`src/rtl/fifo_wr_arbiter.sv`:
```
// rtl/fifo_wr_arbiter.sv - round-robin burst arbiter feeding a shared write FIFO
// Grants one requester per burst; the FIFO read side is a plain combinational pass-through.
module fifo_wr_arbiter #(
  parameter int DATA_WIDTH = 8,
  parameter int NUM_REQ    = 4,
  parameter int MAX_BEATS  = 16
) (
  input  logic                          clk,
  input  logic                          resetn,
  input  logic [NUM_REQ-1:0]            req_valid,
  input  logic [NUM_REQ*DATA_WIDTH-1:0] req_data,
  input  logic [NUM_REQ-1:0]            req_last,
  output logic [NUM_REQ-1:0]            req_ready,
  output logic [DATA_WIDTH-1:0]         fifo_din,
  output logic                          fifo_push,
  input  logic                          fifo_full,
  input  logic                          fifo_empty,
  input  logic [DATA_WIDTH-1:0]         fifo_dout,
  output logic                          fifo_pop,
  output logic                          m_valid,
  output logic [DATA_WIDTH-1:0]         m_data,
  input  logic                          m_ready,
  output logic                          gnt_valid,
  output logic [2:0]                    gnt_id,
  output logic                          err_burst,
  input  logic                          err_clr
);

  localparam int IW = $clog2(NUM_REQ);
  localparam int CW = $clog2(MAX_BEATS);

  typedef enum logic {IDLE, LOCK} state_t;

  state_t          state_q, state_d;
  logic [IW-1:0]   gnt_q, gnt_d;
  logic [IW-1:0]   last_q, last_d;
  logic [CW-1:0]   cnt_q, cnt_d;
  logic            err_q, err_d;

  logic                  sel_valid;
  logic                  sel_last;
  logic [DATA_WIDTH-1:0] sel_data;
  logic                  push;
  logic                  found_hi;
  logic [IW-1:0]         pick_hi;
  logic [IW-1:0]         pick_lo;
  logic [IW-1:0]         pick;
  logic                  err_set;

  always_ff @(posedge clk or negedge resetn) begin
    if (!resetn) begin
      state_q <= IDLE;
      gnt_q   <= '0;
      last_q  <= IW'(NUM_REQ - 1);
      cnt_q   <= '0;
      err_q   <= 1'b0;
    end else begin
      state_q <= state_d;
      gnt_q   <= gnt_d;
      last_q  <= last_d;
      cnt_q   <= cnt_d;
      err_q   <= err_d;
    end
  end

  // Round-robin pick: lowest valid index above last_q, else lowest valid overall.
  always_comb begin
    found_hi = 1'b0;
    pick_hi  = '0;
    pick_lo  = '0;
    for (int i = NUM_REQ - 1; i >= 0; i--) begin
      if (req_valid[i]) begin
        pick_lo = IW'(i);
        if (IW'(i) > last_q) begin
          pick_hi  = IW'(i);
          found_hi = 1'b1;
        end
      end
    end
    pick = found_hi ? pick_hi : pick_lo;
  end

  always_comb begin
    sel_valid = 1'b0;
    sel_last  = 1'b0;
    sel_data  = '0;
    req_ready = '0;
    for (int i = 0; i < NUM_REQ; i++) begin
      if (gnt_q == IW'(i)) begin
        sel_valid    = req_valid[i];
        sel_last     = req_last[i];
        sel_data     = req_data[i*DATA_WIDTH +: DATA_WIDTH];
        req_ready[i] = (state_q == LOCK) && !fifo_full;
      end
    end
  end

  always_comb begin
    state_d = state_q;
    gnt_d   = gnt_q;
    last_d  = last_q;
    cnt_d   = cnt_q;
    err_set = 1'b0;
    push    = 1'b0;
    unique case (state_q)
      IDLE: begin
        if (|req_valid) begin
          state_d = LOCK;
          gnt_d   = pick;
          cnt_d   = '0;
        end
      end
      LOCK: begin
        push = sel_valid && !fifo_full;
        if (push) begin
          cnt_d = cnt_q + 1'b1;
          if (sel_last) begin
            state_d = IDLE;
            last_d  = gnt_q;
          end else if (cnt_q == CW'(MAX_BEATS - 1)) begin
            state_d = IDLE;
            last_d  = gnt_q;
            err_set = 1'b1;
          end
        end
      end
      default: state_d = IDLE;
    endcase
    // A new overrun takes priority over a clear in the same cycle.
    err_d = err_set ? 1'b1 : (err_clr ? 1'b0 : err_q);
  end

  assign fifo_push = push;
  assign fifo_din  = sel_data;
  assign gnt_valid = (state_q == LOCK);
  assign gnt_id    = 3'(gnt_q);
  assign err_burst = err_q;

  assign m_valid   = !fifo_empty;
  assign m_data    = fifo_dout;
  assign fifo_pop  = m_valid && m_ready;

endmodule

```
`config.mk`:
```
export PLATFORM = sky130hd
export DESIGN_NAME = fifo_wr_arbiter
export DESIGN_NICKNAME = d
export VERILOG_FILES = /design/src/rtl/fifo_wr_arbiter.sv
export SDC_FILE = /design/constraint.sdc
export NUM_CORES = 1
export LEC_CHECK = 0
export ABC_AREA = 0
export ABC_CLOCK_PERIOD_IN_PS = 2250
export CAP_MARGIN = 10
export CORE_AREA = 5 5 67 57
export CTS_CLUSTER_DIAMETER = 30
export DETAILED_ROUTE_END_ITERATION = 8
export DIE_AREA = 0 0 72 62
export PLACE_DENSITY = 0.89
export SKIP_CTS_REPAIR_TIMING = 1
export SYNTH_ARGS = -nofsm -noshare
export SYNTH_HDL_FRONTEND = slang
export SYNTH_SLANG_ARGS = --single-unit
export TNS_END_PERCENT = 1
```
`constraint.sdc`:
```
create_clock -name clk -period 2.25 [get_ports clk]
set_clock_uncertainty 0.1 [all_clocks]
set_input_delay 0.5625 -clock clk [delete_from_list [all_inputs] [get_ports clk]]
set_output_delay 0.5625 -clock clk [all_outputs]
set_load 0.005 [all_outputs]
```
== Word-level counts from Yosys, hierarchy flattened ==
Cells that the tools add are included.

* Bits in registers: 10
* Input bits: 54
* Output and inout bits: 28
* Word-level logic and storage cells: 83

* Add/subtract/negate cells: 1
* Order comparisons: 4
* Equal/unequal tests: 6
* Muxes and demuxes: 54
* Bitwise operators: 1
* Reduce and logical (&&, ||, !) cells: 12

{| class="wikitable"
|+ Operators by type and width
! kind !! count
|-
| two-way mux 8 bit || 4
|-
| two-way mux 1 bit || 31
|-
| two-way mux 2 bit || 15
|-
| two-way mux 4 bit || 2
|-
| case mux 4 bit (2 select lines) || 1
|-
| adder 4 x 1 -> 4 bit, second input constant || 1
|-
| equality test 2 bit, second input constant || 2
|-
| equality test 4 bit, second input constant || 1
|-
| greater-than comparator 1 x 2 -> 1 bit, first input constant || 2
|-
| greater-than comparator 2 bit, first input constant || 2
|-
| AND reduction 2 bit || 2
|-
| nonzero test 2 bit || 2
|-
| OR reduction 4 bit || 1
|-
| logical AND 1 bit || 3
|-
| AND reduction 3 bit || 1
|-
| equality test 2 x 1 -> 1 bit, second input constant || 1
|-
| logical NOT 1 bit || 2
|-
| logical NOT 2 bit || 1
|-
| inequality test 2 x 1 -> 1 bit, second input constant || 1
|-
| inequality test 2 bit, second input constant || 1
|-
| case mux 1 bit (2 select lines) || 1
|-
| NOT 1 bit || 1
|}

== Logic depth before layout (Yosys ltp) ==
* Depth after elaboration: 10
* Mapped depth: 6
* Mapped depth without buffers: 5

== Least setup slack after synthesis ==
OpenSTA, ideal clock, no wires.

* Path kind: register to output
* From: register gnt_q[0]
* To: output port fifo_din[3]
* Data arrival time: 1.395 ns
* Data required time: 1.587 ns
* Slack: 0.192 ns
* Stages on the path, launching flop included: 4
* Buffers on the path: 2
* Cell sequence: dfrtp_1 > buf_6 > clkbuf_1 > mux4_2

* Cells in the longest elaborated chain, start to end: 5
* Elaborated cells between the ends (all ways): 8
* Classes of those cells: eq/ne: 3; mux: 4; reduce/logical: 1

{| class="wikitable"
|+ Ends and longest elaborated chain
! element !! line !! text
|-
| start: declaration || 35 || <nowiki>logic [IW-1:0] gnt_q, gnt_d;</nowiki>
|-
| start signal: assignment || 59 || <nowiki>gnt_q <= gnt_d;</nowiki>
|-
| logical NOT 2 bit || 89 || <nowiki>if (gnt_q == IW'(i)) begin</nowiki>
|-
| two-way mux 8 bit (3 in a row) || 89 ||
|-
| two-way mux 8 bit (*) || 89 ||
|-
| end: declaration || 14 || <nowiki>output logic [DATA_WIDTH-1:0] fifo_din,</nowiki>
|}

Mark *: on every way between the ends. The rest lies on a longest branch, timed or not.

== Final worst setup path ==
* From: input port req_data[28]
* To: output port fifo_din[4]

* Cells in the longest elaborated chain, start to end: 1

{| class="wikitable"
|+ Ends and longest elaborated chain
! element !! line !! text
|-
| start: declaration || 11 || <nowiki>input logic [NUM_REQ*DATA_WIDTH-1:0] req_data,</nowiki>
|-
| two-way mux 8 bit || 89 ||
|}

Every way passes these cells.

==> run_results.csv <==
group,metric,value,unit
route,drc,0,
worst_setup_path,end_kind,"output port",
final_layout,n_antenna_cell,0,
placed_design,gpl.final_weighted_congestion,0.897,
clock_network,path_clk_slew,0.05,ns
die,die_w,72,um
route,drt-total-wl,3.09,mm
synth,ys_warn_count,0,
global_routing,top_usage_layer,"met2",
timing,fin_hold_ws,0.407,ns
clock_network,cts.path.max_buffers,2,
worst_setup_path,critPathRequiredTime,1.59,ns
synth,synth_area,913,um^2
min_path,min_path_type,"register to register",
placed_design,dpl.hpwl,2.54,mm
worst_setup_path,cp.arrival,1.61,ns
final_layout,final_area,0.00167,mm^2
power,p_leak,0.873,nW
final_layout,num-nets-final,208,
power,irDropWorstVdd,0.000413,V
placed_design,numPortBuffers,64,
synth,synth_cells,83,
run_status,status,"finished, violations left",
die,core_area,0.00302,mm^2
die,ios,82,
worst_setup_path,startpoint_type,"primary input",
route,wl_per_cell,16.1,um
final_layout,synthToLayoutAreaGrowth,82.6,%
final_layout,mostFrequentLayoutCells,"clkdlybuf4s50_1 (42), dlymetal6s2s_1 (14), buf_4 (14)",
clock_network,numCtsBuffers,3,
timing,setup_viol,1,
synth,synth-edff-count,0,
global_routing,grt_pass1_vias,1051,
synth,avgSynthCellArea,11.0,um^2
final_layout,layout_commonest_cell,"clkdlybuf4s50_1",
die,start_util,30.3,%
synth,ys_ff_latch,10,
route,viasPerCell,4.82,
timing,fin_crit_sh,101,%
global_routing,grt_start_max_net_pins,11,
placed_design,placed_area,0.00161,mm^2
synth,synth_flop_cell,"dfrtp_1",
global_routing,met1_usage,14.1,%
final_layout,final_layout_size_suffix_gt1_share,30.3,%
global_routing,antenna_found_initial,0,
final_layout,fillers,284,
timing,finalHoldViolCount,0,
final_layout,regArea,254,um^2
clock_network,cts_htree_levels,1,
synth,seq_area_frac_synth,27.7,%
timing,rsz0062_at_grt,"yes",
timing,period_minus_slack,2.27,ns
clock_network,cts_tree,"built",
route,drt_first_pass_iters,4,
synth,yosys-top-cells-area,"dfrtp_1 (22%), mux4_2 (15%), mux4_1 (12%)",
die,fp-row-count,18,
synth,synth_area_leader_cell,"dfrtp_1",
global_routing,grt_first_pass_wirelength,4.77,mm
timing,clock.fmax,440,MHz
run_status,violations,"setup timing",
worst_setup_path,cp_max_fo,1,
synth,synth_top_area_share,21.9,%
timing,worst_slack,-0.0239,ns
die,dieArea,0.00446,mm^2
synth,synthArstFlopShare,100,%
route,route.vias.total,926,
global_routing,use_met3,5.47,%
global_routing,grt_usage,14.2,%
clock_network,clock-sinks,10,
die,die_h,62,um
timing,slew_viol_final,0,
synth,syn_nets,138,
run,maxCapViolCount,0,
clock_network,cts_root_buf,"clkbuf_8",
route,ant_nets,0,
final_layout,multiInputGateArea,537,um^2
global_routing,grt_overflow,0,
route,drtIter0Drc,11,
power,powerDensity,863,mW/mm^2
worst_setup_path,critical_path_class,"primary input to output port",
clock_network,clk_latency,0.24,ns
global_routing,met2_usage,27.0,%
synth,synth_cell_types,34,
path summary, 6_finish.rpt:
| check | startpoint | end | slack (ns) | cells past startpoint |
|---|---|---|---|---|
| worst max-delay path | req_data[28] | fifo_din[4] | -0.02 | 3 |
| worst min-delay path | cnt_q[3]$_DFFE_PN0P_ | cnt_q[3]$_DFFE_PN0P_ | 0.41 | 1 |
| worst max register to register | gnt_q[0]$_DFFE_PN0P_ | last_q[1]$_DFFE_PN1P_ | 0.39 | 5 |
| worst min register to register | cnt_q[3]$_DFFE_PN0P_ | cnt_q[3]$_DFFE_PN0P_ | 0.41 | 1 |
| max in group asynchronous | resetn | last_q[1]$_DFFE_PN1P_ | 1.19 | 1 |
| min in group asynchronous | resetn | cnt_q[3]$_DFFE_PN0P_ | 0.53 | 1 |
layer usage:
layer,wire length (um),vias up
met3,351,9
met5,0,-
met4,55,0
met2,1490,64
li1,-,433
met1,1200,420
report_power, final:
part	switching [mW]	total [mW]	leakage, nW	internal [mW]
sequential	0.0825	0.344	0.119	0.262
combinational	0.341	0.899	0.730	0.558
clock	0.0717	0.196	0.0228	0.124
total	0.495	1.44	0.873	0.943
registers in the layout, indices dropped and copies added (netlist names):
name / count
gnt_valid: 1
last_q: 2
err_burst: 1
cnt_q: 4
gnt_q: 2
per-stage QoR:
step | utilization [%] | power (mW) | instances | TNS (ns) | setup slack (ns)
floorplan | - | 0.801 | 83 | 0 | 0.192
global placement | 53.4 | 1.25 | 185 | -4.84 | -0.584
detailed placement | 53.4 | 1.28 | 185 | -5.56 | -0.626
CTS | 54.9 | 1.49 | 189 | -4.80 | -0.642
global route | 55.3 | 1.54 | 192 | -0.135 | -0.0534
finish | 55.3 | 1.44 | 192 | -0.0239 | -0.0239
worst max-delay path, cell delays in order:
cell,delay [ns]
clkdlybuf4s50_1,0.40
mux4_2,0.48
dlymetal6s2s_1,0.17
logic make-up (layout without fill, tap and decap cells):
logic type | after synthesis | in the layout | share of synthesized area [%]
simple gates | 25 | 25 | 15.8
buf+inv | 19 | 88 | 12.6
mux | 14 | 14 | 31.8
compound gates | 12 | 12 | 9.45
flops | 10 | 10 | 27.7
fa+ha+maj | 1 | 1 | 1.37
other cells | 1 | 1 | 0.411
xor+xnor | 1 | 1 | 0.959
cell usage after synthesis (2+ instances only):
library cell,instances
nor4_1,2
o21ai_0,4
mux2i_1,2
nor2_1,2
dfstp_2,2
nand3_1,3
and3_1,2
buf_4,9
nor2b_1,3
dfrtp_1,8
clkbuf_1,4
mux2_4,2
a21oi_1,2
mux4_1,4
and3b_1,2
inv_1,4
mux4_2,6
nand2_1,6
cell type report:
type | count | area share (%)
well taps | 40 | 3.00
multi-input cells | 54 | 32.2
inverters | 5 | 1.28
flip-flops and latches | 10 | 15.2
repair buffers | 79 | 45.6
clock buffers | 4 | 2.70
Power figures use the tool's default switching activity.
